==> src/rtl/canvas_pkg.sv <==
// Shared types and constants for the canvas pixel path and its UART dump reader.
package canvas_pkg;

  typedef enum logic [2:0] {
    StIdle,
    StSync0,
    StSync1,
    StRead,
    StCapture,
    StSendHi,
    StSendLo,
    StFinish
  } dump_state_e;

  typedef logic [11:0] colour_t;

  localparam logic [7:0] Sync0 = 8'hA5;
  localparam logic [7:0] Sync1 = 8'h5A;

  localparam int unsigned DefaultHPixels = 640;
  localparam int unsigned DefaultVPixels = 480;

endpackage

==> src/rtl/uart_tx_byte.sv <==
// UART 8N1 transmitter for one byte; line idles high whenever no byte is in flight.
module uart_tx_byte #(
  parameter int unsigned CLKS_PER_BIT = 217
) (
  input  logic       pixel_clk_25,
  input  logic       reset,
  input  logic       tx_start,
  input  logic [7:0] tx_data,
  output logic       tx_busy,
  output logic       uart_tx
);

  localparam int unsigned CntW = (CLKS_PER_BIT > 1) ? $clog2(CLKS_PER_BIT) : 1;

  logic [CntW-1:0] baud_q, baud_d;
  logic [3:0]      bit_q, bit_d;
  logic [9:0]      frame_q, frame_d;
  logic            busy_q, busy_d;

  always_comb begin
    baud_d  = baud_q;
    bit_d   = bit_q;
    frame_d = frame_q;
    busy_d  = busy_q;
    if (!busy_q) begin
      if (tx_start) begin
        busy_d  = 1'b1;
        frame_d = {1'b1, tx_data, 1'b0};
        baud_d  = '0;
        bit_d   = '0;
      end
    end else if (baud_q == CntW'(CLKS_PER_BIT - 1)) begin
      // Baud counter restarts on every bit boundary so no error accumulates.
      baud_d = '0;
      if (bit_q == 4'd9) begin
        busy_d = 1'b0;
      end else begin
        bit_d   = bit_q + 4'd1;
        frame_d = {1'b1, frame_q[9:1]};
      end
    end else begin
      baud_d = baud_q + CntW'(1);
    end
  end

  always_ff @(posedge pixel_clk_25) begin
    if (reset) begin
      baud_q  <= '0;
      bit_q   <= '0;
      frame_q <= '1;
      busy_q  <= 1'b0;
    end else begin
      baud_q  <= baud_d;
      bit_q   <= bit_d;
      frame_q <= frame_d;
      busy_q  <= busy_d;
    end
  end

  assign tx_busy = busy_q;
  assign uart_tx = busy_q ? frame_q[0] : 1'b1;

endmodule

==> src/rtl/canvas_uart_dump.sv <==
// Streams the canvas out of pixel memory in raster order over UART: A5 5A, then
// {4'h0,R},{G,B} per pixel.
module canvas_uart_dump
  import canvas_pkg::*;
#(
  parameter int unsigned H_PIXELS     = DefaultHPixels,
  parameter int unsigned V_PIXELS     = DefaultVPixels,
  parameter int unsigned CLKS_PER_BIT = 217
) (
  input  logic        pixel_clk_25,
  input  logic        reset,
  input  logic        start,
  output logic [9:0]  rd_x,
  output logic [9:0]  rd_y,
  input  logic [11:0] rd_colour,
  output logic        uart_tx,
  output logic        busy,
  output logic        done
);

  dump_state_e state_q, state_d;
  logic [9:0]  x_q, x_d, y_q, y_d;
  colour_t     colour_q, colour_d;
  logic        tx_start, tx_busy;
  logic [7:0]  tx_data;
  logic        last_col, last_row;

  assign last_col = (x_q == 10'(H_PIXELS - 1));
  assign last_row = (y_q == 10'(V_PIXELS - 1));

  always_ff @(posedge pixel_clk_25) begin
    if (reset) begin
      state_q  <= StIdle;
      x_q      <= '0;
      y_q      <= '0;
      colour_q <= '0;
    end else begin
      state_q  <= state_d;
      x_q      <= x_d;
      y_q      <= y_d;
      colour_q <= colour_d;
    end
  end

  always_comb begin
    state_d  = state_q;
    x_d      = x_q;
    y_d      = y_q;
    colour_d = colour_q;
    unique case (state_q)
      StIdle: begin
        if (start) begin
          state_d = StSync0;
          x_d     = '0;
          y_d     = '0;
        end
      end
      StSync0:   if (!tx_busy) state_d = StSync1;
      StSync1:   if (!tx_busy) state_d = StRead;
      StRead:    state_d = StCapture;
      StCapture: begin
        colour_d = rd_colour;
        state_d  = StSendHi;
      end
      StSendHi:  if (!tx_busy) state_d = StSendLo;
      StSendLo: begin
        if (!tx_busy) begin
          state_d = StRead;
          if (!last_col) begin
            x_d = x_q + 10'd1;
          end else begin
            x_d = '0;
            if (last_row) begin
              y_d     = '0;
              state_d = StFinish;
            end else begin
              y_d = y_q + 10'd1;
            end
          end
        end
      end
      StFinish: begin
        state_d = StIdle;
        x_d     = '0;
        y_d     = '0;
      end
      default: state_d = StIdle;
    endcase
  end

  // Each byte is launched on the cycle the previous one finishes, keeping gaps short.
  always_comb begin
    tx_start = 1'b0;
    tx_data  = Sync0;
    busy     = 1'b1;
    done     = 1'b0;
    unique case (state_q)
      StIdle: begin
        busy     = 1'b0;
        tx_start = start;
        tx_data  = Sync0;
      end
      StSync0: begin
        tx_start = !tx_busy;
        tx_data  = Sync1;
      end
      StCapture: begin
        // Same value that lands in colour_q on this edge.
        tx_start = !tx_busy;
        tx_data  = {4'h0, rd_colour[11:8]};
      end
      StSendHi: begin
        tx_start = !tx_busy;
        tx_data  = colour_q[7:0];
      end
      StFinish: begin
        busy = 1'b0;
        done = 1'b1;
      end
      default: ;
    endcase
  end

  assign rd_x = x_q;
  assign rd_y = y_q;

  uart_tx_byte #(
    .CLKS_PER_BIT(CLKS_PER_BIT)
  ) u_uart_tx_byte (
    .pixel_clk_25(pixel_clk_25),
    .reset       (reset),
    .tx_start    (tx_start),
    .tx_data     (tx_data),
    .tx_busy     (tx_busy),
    .uart_tx     (uart_tx)
  );

endmodule

==> config.mk <==
export PLATFORM = sky130hd
export DESIGN_NAME = canvas_uart_dump
export DESIGN_NICKNAME = d
export VERILOG_FILES = /design/src/rtl/canvas_pkg.sv /design/src/rtl/uart_tx_byte.sv /design/src/rtl/canvas_uart_dump.sv
export SDC_FILE = /design/constraint.sdc
export NUM_CORES = 1
export LEC_CHECK = 0
export ABC_AREA = 1
export CAP_MARGIN = 20
export CORE_UTILIZATION = 40
export DETAILED_ROUTE_END_ITERATION = 8
export PLACE_DENSITY = 0.62
export SLEW_MARGIN = 5
export SYNTH_ARGS = -nofsm -noshare
export SYNTH_HDL_FRONTEND = slang
export SYNTH_SLANG_ARGS = --single-unit
==> constraint.sdc <==
create_clock -name pixel_clk_25 -period 1.5 [get_ports pixel_clk_25]
set_clock_uncertainty 0.05 [all_clocks]
set_input_delay 0.225 -clock pixel_clk_25 [delete_from_list [all_inputs] [get_ports pixel_clk_25]]
set_output_delay 0.225 -clock pixel_clk_25 [all_outputs]
set_load 0.005 [all_outputs]
==> results of run 1 <==
-- worst min path at each step --
stage,from,to,slack (ps),cells past startpoint
5_1_grt,u_uart_tx_byte.frame_q[4],u_uart_tx_byte.frame_q[4],450,2
4_1_cts,u_uart_tx_byte.frame_q[7],u_uart_tx_byte.frame_q[7],420,2
3_5_place_dp,u_uart_tx_byte.frame_q[7],u_uart_tx_byte.frame_q[7],400,2
3_3_place_gp,u_uart_tx_byte.frame_q[4],u_uart_tx_byte.frame_q[4],390,2
2_1_floorplan,reset,state_q[2],240,1
6_report,u_uart_tx_byte.frame_q[5],u_uart_tx_byte.frame_q[5],420,2
-- layout make-up --
type	count	area [sq um]
Clock buffer	6	72.57
Timing Repair Buffer	100	918.4
Inverter	43	171.4
Clock inverter	2	10.01
Tap cell	99	123.9
Sequential cell	53	1092
Multi-Input combinational cell	324	1912
Fill cell	675	2914
-- state kept, by name, indices dropped and copies added (netlist names) --
register,count
colour_q,8
rd_x,10
rd_y,10
state_q,3
u_uart_tx_byte.baud_q,8
u_uart_tx_byte.bit_q,4
u_uart_tx_byte.frame_q,9
u_uart_tx_byte.tx_busy,1
-- metal layers --
metal	wire, um	vias up	track usage (%)
li1	-	1588	-
met1	3547	1476	25.97
met2	4277	73	37.35
met3	305	6	3.582
met4	59	0	4.839
met5	0	-	0
-- stage by stage --
| step | hold slack [ps] | util, % | setup WS, ps | setup TNS [ps] |
|---|---|---|---|---|
| global placement | 385.6 | 52.83 | -212.2 | -3938 |
| global route | 445.1 | 59.61 | -339.7 | -11440 |
| CTS | 420.0 | 57.28 | -228.4 | -6737 |
| floorplan | 244.1 | - | -56.77 | -681.9 |
| finish | 417.5 | 59.61 | -263.5 | -7527 |
| detailed placement | 396.6 | 52.83 | -209.0 | -4683 |
-- cell families after synthesis --
group,share of synthesized area (%)
simple gates,40.29
compound gates,9.861
buf+inv,8.428
flops,35.74
fa+ha+maj,4.214
xor+xnor,1.475
-- layout by cell type (no fill, tap or decap), types with 16 or more instances in the layout --
master / instances
clkdlybuf4s50_1: 25
nand2_2: 19
a21oi_1: 17
nor2_1: 61
inv_1: 34
o21ai_0: 20
buf_4: 50
nand3_1: 43
nand2_1: 76
dfxtp_2: 16
dfxtp_1: 34
-- critical path: cells and delay by family, from the launching register on --
kind          cells  cell delay [ps]
simple gates      7              710
buf+inv           4              380
flops             1              360
fa+ha+maj         1              170
-- power groups by stage --
| stage | logic, uW | clock network [uW] | registers [uW] |
|---|---|---|---|
| floorplan | 2170 | 0 | 1880 |
| global placement | 3320 | 0 | 1850 |
| detailed placement | 3380 | 0 | 1850 |
| CTS | 3860 | 830 | 1830 |
| global route | 4710 | 889 | 1870 |
| finish | 4330 | 792 | 1840 |
-- what timing repair did --
action,in CTS,in global routing
setup endpoints to repair,62,65
pin swaps,16,15
gates cloned,3,3
buffers inserted,10,8
endpoints found under the hold margin,0,0
resized for setup,68,32
==> impl_metrics.toml, run 1 <==
[status]
outcome = "finished with violations"
violations = "negative setup slack"

[yosys]
yosys-top-cells-count = "nand2_1, nor2_1, dfxtp_1, nand3_1, inv_1"
async_reset_ff_share_pct = 0
syn_inst = 429
synth_most_common_cell = "nand2_1"
synth_nets = 454
ys_ff_latch = 53
yosys_warnings = 0
synth_top_area_cell = "dfxtp_1"
synth_area_sq_um = 2969
synth_top_area_share_pct = 35.74
synth_flop_cell = "dfxtp_1"
ys_types = 34
synth_edf_count = 0
synthTopCellsByArea = "dfxtp_1, nand2_1, nor2_1, nand3_1, inv_1"
synth_seq_area_share_pct = 35.74
avgSynthCellArea_sq_um = 6.921

[critical_path]
rr_worst_depth = 12
max_stage_delay_ps = 360
worstSetupEndpointType = "flip-flop"
r2r_slack_ps = -260
r2r-end = "u_uart_tx_byte.frame_q[8]"
crit_fanout = 5
rr_startpoint = "state_q[0]"
critPathLaunchType = "flip-flop"
crit_type = "reg -> reg"
slowest_stage = "dfxtp_2"
path_cells = "buf_6, inv_4, ha_4, nand2_2, inv_2, nor2_4, nand2_4, nor2_8, nor2_8, clkbuf_16, nand3_1, nand3_2"
critPathRequiredTime_ps = 1650
startpoint = "state_q[0]"
crit_top_cell = "nor2_8"
arrival_ps = 1910
crit_path_end = "u_uart_tx_byte.frame_q[8]"

[sta]
maxClockFrequency_mhz = 567.1
tightest_slew_ps = 407.8
period_minus_slack_ps = 1763
finalMaxSlewViolations = 0
grt_setup_unrepaired = "true"
setup_viol = 46
setup_slack_ps = -263.5
fin_crit_sh_pct = 117.6
slew-limit-headroom_pct = 72.73
timing_hold_violations_final = 0

[clocking]
cts_tree = "done"
cts_num_sinks = 53
cts_buffers = 5
max-clock-path-buffers = 2
path_clk_slew_ps = 100
hold_buffers = 0
clock-root-buffer = "clkbuf_8"
cts_htree_levels = 2
insertion_delay_ps = 300

[floorplan]
num_rows = 31
start_util_pct = 41.16
core_area_sq_um = 7214
io_pins = 38
fp.dieW_um = 88.16
die_y_um = 88.16
die_area_sq_um = 7771

[power_and_ir_drop]
p_seq_share_pct = 26.4
p_per_area_nw_per_um2 = 1618
p_int_uw = 3975
switching_share_pct = 42.88
power_switching_uw = 2985
vdd_drop_max_mv = 1.261
power_frac_clock_pct = 11.4
p_comb_share_pct = 62.2
leakagePower_uw = 0.001774
finalPower_uw = 6960

[detailed_routing]
firstDrtPassIters = 4
drc = 0
ant_nets = 0
viasPerCell = 5.013
wl_per_cell_um = 13.06
drt_iter0_markers = 139
drt_wl_total_um = 8190
vias = 3143

[hold_path]
worstHoldPathType = "reg -> reg"

[finish]
antenna_cells = 0
fin_area_sq_um = 4300
nNetsFinal = 552
finalNonFillerCells = 627
syn_to_final_growth_pct = 44.84
drive_above_1_share_pct = 32.20

[global_route]
grt_use_total_pct = 20.83
grt_pass1_vias = 2858
grt_pass1_wl_um = 12890
gr-total-overflow = 0
grt_max_degree = 18
antenna_found_initial = 0

[placed_design]
gp_congestion = 0.8344
placed_area_sq_um = 3811
place_inst = 598
dpl.hpwl_um = 5461
port-buffer-count = 37

[run]
drv_cap = 0
(Power assumes the default switching activity.)
==> run 2: changes to the inputs <==
--- a/config.mk
+++ b/config.mk
@@ -8,7 +8,9 @@
 export ABC_AREA = 1
 export CAP_MARGIN = 20
 export CORE_UTILIZATION = 40
+export CTS_BUF_LIST = sky130_fd_sc_hd__clkbuf_16
 export DETAILED_ROUTE_END_ITERATION = 8
+export GPL_TIMING_DRIVEN = 0
 export PLACE_DENSITY = 0.62
 export SLEW_MARGIN = 5
 export SYNTH_ARGS = -nofsm -noshare
==> impl_metrics.toml, run 2 (synthesis gave the netlist of run 1 again) <==
[hold_path]
min_path_cells = 2
worstHoldPathType = "reg -> reg"

[sta]
maxClockFrequency_mhz = 596.4
grt_setup_unrepaired = "true"
timing_hold_violations_final = 0
finalMaxSlewViolations = 0
period_minus_slack_ps = 1677
setup_viol = 43
slew-limit-headroom_pct = 60.02
fin_crit_sh_pct = 111.8
setup_slack_ps = -176.7
tightest_slew_ps = 599.7

[global_route]
grt_use_total_pct = 21.40
grt_max_degree = 16
antenna_found_initial = 0
grt_pass1_vias = 2769
grt_pass1_wl_um = 12970
gr-total-overflow = 0

[finish]
nNetsFinal = 533
antenna_cells = 0
nFillCells = 641
finalNonFillerCells = 607
drive_above_1_share_pct = 33.66
layout_common_cells = "nand2_1, nor2_1, nand3_1"
regArea_sq_um = 1104
syn_to_final_growth_pct = 46.48
multiInputGateArea_sq_um = 2063
fin_area_sq_um = 4349
final_common_cell = "nand2_1"

[floorplan]
core_area_sq_um = 7214
num_rows = 31
die_y_um = 88.16
io_pins = 38
fp.dieW_um = 88.16
die_area_sq_um = 7771
start_util_pct = 41.16

[power_and_ir_drop]
p_per_area_nw_per_um2 = 1743
leakagePower_uw = 0.001648
vdd_drop_max_mv = 1.265
finalPower_uw = 7583

[critical_path]
crit_buf_inv = 2
max_stage_delay_ps = 380
crit_fanout = 6
slowest_stage = "dfxtp_4"
path_cells = "inv_4, ha_4, nand2_4, inv_6, nand2_4, nand2_8, nor2_4, nand2_8, or2_0, a21oi_1"
critPathRequiredTime_ps = 1680
crit_cells = 10
critPathLaunchType = "flip-flop"
arrival_ps = 1850
crit_type = "reg -> reg"
worstSetupEndpointType = "flip-flop"
cp_top_family = "simple AND/OR/NAND/NOR gates"
rr_worst_depth = 10

[placed_design]
dpl.hpwl_um = 5075
placed_area_sq_um = 3505
gp_congestion = 0.8099
port-buffer-count = 37
place_inst = 565

[detailed_routing]
ant_nets = 0
viasPerCell = 5.072
drc = 0
vias = 3079
wl_per_cell_um = 13.44
drt_wl_total_um = 8157
drt_iter0_markers = 107
firstDrtPassIters = 4

[clocking]
path_clk_slew_ps = 70
cts_htree_levels = 2
cts_tree = "done"
max-clock-path-buffers = 2
cts_buffers = 5
insertion_delay_ps = 290
clock-root-buffer = "clkbuf_16"
cts_num_sinks = 53

[run]
drv_cap = 0

[status]
outcome = "finished with violations"
violations = "negative setup slack"
==> run 2: worst min-delay path, stage by stage, from the launching register on <==
cell,delay (ps)
dfxtp_1,300
inv_1,60
a21oi_1,50
==> run 2: area by class of cell <==
| class | count | share of cell area [%] |
|---|---|---|
| flip-flops and latches | 53 | 25.37 |
| plain buffers | 13 | 2.560 |
| well taps | 99 | 2.848 |
| clock buffers | 5 | 2.877 |
| multi-input cells | 325 | 47.44 |
| clock inverters | 2 | 0.2589 |
| inverters | 43 | 4.114 |
| repair buffers | 67 | 14.53 |
==> run 2: final timing paths <==
path	start	endpoint	slack, ps
worst max register to register	state_q[0]	rd_y[0]	-180
worst min register to register	colour_q[5]	colour_q[5]	410
worst min-delay path	colour_q[5]	colour_q[5]	410
worst max-delay path	state_q[0]	rd_y[0]	-180
==> run 2: power by group <==
group / switching (uW) / internal, uW
Sequential: 243 / 1710
Clock: 526 / 605
Combinational: 2480 / 2020
Total: 3250 / 4330
==> run 2: metal layers <==
metal	vias to the layer above	global-route usage [%]	wire (um)
met5	-	0	0
met4	0	6.158	126
met3	10	3.299	294
met2	62	38.27	4085
met1	1454	26.53	3650
li1	1553	-	-
==> run 2: stage by stage <==
step	util, %	TNS [ps]	setup slack (ps)	hold WS (ps)
finish	60.28	-5270	-176.7	406.2
global route	60.28	-8745	-263.8	423.6
CTS	56.57	-4161	-163.5	408.5
detailed placement	48.58	-14190	-434.4	391.2
global placement	48.58	-13790	-419.8	382.8
floorplan	-	-681.9	-56.77	244.1
==> run 2: timing repair <==
action | 4_1_cts | 5_1_grt
pin swaps | 19 | 21
hold buffers | 0 | 0
setup buffers | 18 | 10
gates resized for setup | 79 | 62
endpoints found under the setup margin | 54 | 62
cloned | 6 | 1
==> run 3: changes to the inputs <==
--- a/config.mk
+++ b/config.mk
@@ -11,8 +11,8 @@
 export CTS_BUF_LIST = sky130_fd_sc_hd__clkbuf_16
 export DETAILED_ROUTE_END_ITERATION = 8
 export GPL_TIMING_DRIVEN = 0
-export PLACE_DENSITY = 0.62
-export SLEW_MARGIN = 5
+export PLACE_DENSITY = 0.6
+export SETUP_SLACK_MARGIN = 0.15
 export SYNTH_ARGS = -nofsm -noshare
 export SYNTH_HDL_FRONTEND = slang
 export SYNTH_SLANG_ARGS = --single-unit
==> constraint.sdc (replaced) <==
create_clock -name pixel_clk_25 -period 1.95 [get_ports pixel_clk_25]
set_clock_uncertainty 0.05 [all_clocks]
set_input_delay 0.2925 -clock pixel_clk_25 [delete_from_list [all_inputs] [get_ports pixel_clk_25]]
set_output_delay 0.2925 -clock pixel_clk_25 [all_outputs]
set_load 0.005 [all_outputs]
==> impl_metrics.toml, run 3 (synthesis gave the netlist of run 1 again) <==
[sta]
tightest_slew_ps = 577.8
timing_hold_violations_final = 0
tns_ps = 0
finalMaxSlewViolations = 0
setup_viol = 0
grt_setup_unrepaired = "true"
maxClockFrequency_mhz = 579.3
slew-limit-headroom_pct = 61.48
period_minus_slack_ps = 1726
fin_crit_sh_pct = 88.53
whs_ps = 411.5

[power_and_ir_drop]
p_int_uw = 2890
p_comb_share_pct = 52.5
vdd_drop_max_mv = 0.6436
power_frac_clock_pct = 17.6
finalPower_uw = 4919
p_seq_share_pct = 29.9
power_switching_uw = 2029
leakagePower_uw = 0.001453
switching_share_pct = 41.24
p_per_area_nw_per_um2 = 1288

[clocking]
cts_tree = "done"
hold_buffers = 0
cts_buffers = 5
cts_num_sinks = 53
path_clk_slew_ps = 70
insertion_delay_ps = 290
max-clock-path-buffers = 2
cts_htree_levels = 2
clock-root-buffer = "clkbuf_16"

[detailed_routing]
drt_wl_total_um = 7312
drc = 0
vias = 2914
firstDrtPassIters = 4
viasPerCell = 4.981
ant_nets = 0
drt_iter0_markers = 112
wl_per_cell_um = 12.50

[global_route]
grtUsageMet2_pct = 33.19
grt_pass1_vias = 2640
gr-total-overflow = 0
grt_util_met3_pct = 3.959
top_usage_layer = "met2"
grt_use_total_pct = 19.42
met1_usage_pct = 24.61
grt_max_degree = 17
grt_pass1_wl_um = 11900
antenna_found_initial = 0

[floorplan]
die_area_sq_um = 7771
fp.dieW_um = 88.16
die_y_um = 88.16
start_util_pct = 41.16
core_area_sq_um = 7214
num_rows = 31
io_pins = 38

[finish]
antenna_cells = 0
final_common_cell = "nand2_1"
final_core_util_pct = 52.95
nNetsFinal = 510
layout_common_cells = "nand2_1, nor2_1, dfxtp_1"
syn_to_final_growth_pct = 28.66
drive_above_1_share_pct = 15.43

[critical_path]
arrival_ps = 1900
crit_fanout = 10
critPathLaunchType = "flip-flop"
critPathRequiredTime_ps = 2120
worstSetupEndpointType = "flip-flop"
crit_type = "reg -> reg"

[status]
outcome = "completed"

[placed_design]
gp_congestion = 0.8270
dpl.hpwl_um = 5109
port-buffer-count = 37

[run]
drv_cap = 0

[hold_path]
worstHoldPathType = "reg -> reg"
==> run 3: cell types whose count changed in the layout (fill, tap and decap cells not counted), sizes merged <==
cell,delta
clkdlybuf4s15,+1
buf,-20
inv,+1
clkinvlp,+1
nand2,-4
clkbuf,-2
dlymetal6s2s,+2
clkinv,-1
==> run 3: cell type report <==
class | instances | area, sq um
sequential | 53 | 1074
clock inverter | 3 | 18.77
buffer | 13 | 96.34
inverter | 43 | 166.4
fill | 707 | 3395
timing repair buffer | 48 | 475.5
tap | 99 | 123.9
multi-input combinational | 321 | 1740
clock buffer | 5 | 125.1
==> run 3: critical path, stage by stage (launching register included) <==
cell and delay [ps]:
dfxtp_4 390, inv_4 50, ha_2 200, nand2_2 100, inv_2 90, nand2_2 80, nand2_4 80, nor2_8 180
nand2_8 100, or2_0 210, a21oi_1 130
==> run 3: power by group through the flow <==
stage	Clock, uW	Sequential (uW)	Combinational, uW
3_5_place_dp	0	1460	2110
2_1_floorplan	0	1440	1580
4_1_cts	894	1440	2210
5_1_grt	938	1500	2850
6_report	865	1470	2580
3_3_place_gp	0	1460	2090
==> run 3: path summary, 6_finish.rpt <==
kind                    start           to  slack [ps]  cells past startpoint
hold reg to reg   colour_q[7]  colour_q[7]         410                      2
setup / recovery   state_q[0]      rd_y[0]         220                     10
hold / removal    colour_q[7]  colour_q[7]         410                      2
setup reg to reg   state_q[0]      rd_y[0]         220                     10
==> run 3: what timing repair did <==
action / in CTS / in global routing
setup buffers: 3 / 7
gates resized for setup: 12 / 23
hold endpoints to repair: 0 / 0
endpoints found under the setup margin: 14 / 36
cloned: 0 / 2
pin swaps: 1 / 6
==> run 3: per-stage QoR <==
step | area [sq um] | worst slack [ps] | std cells
6_report | 3820 | 223.7 | 585
4_1_cts | 3659 | 8.839 | 576
3_5_place_dp | 3463 | -54.46 | 565
3_3_place_gp | 3463 | -21.51 | 565
2_1_floorplan | 2969 | 289.6 | 429
5_1_grt | 3820 | 101.5 | 585
==> run 3: metal layers <==
layer / vias up / part of all wire, %
met5: - / 0
met2: 57 / 49
met3: 10 / 3.0
met4: 0 / 1.3
li1: 1503 / -
met1: 1344 / 47
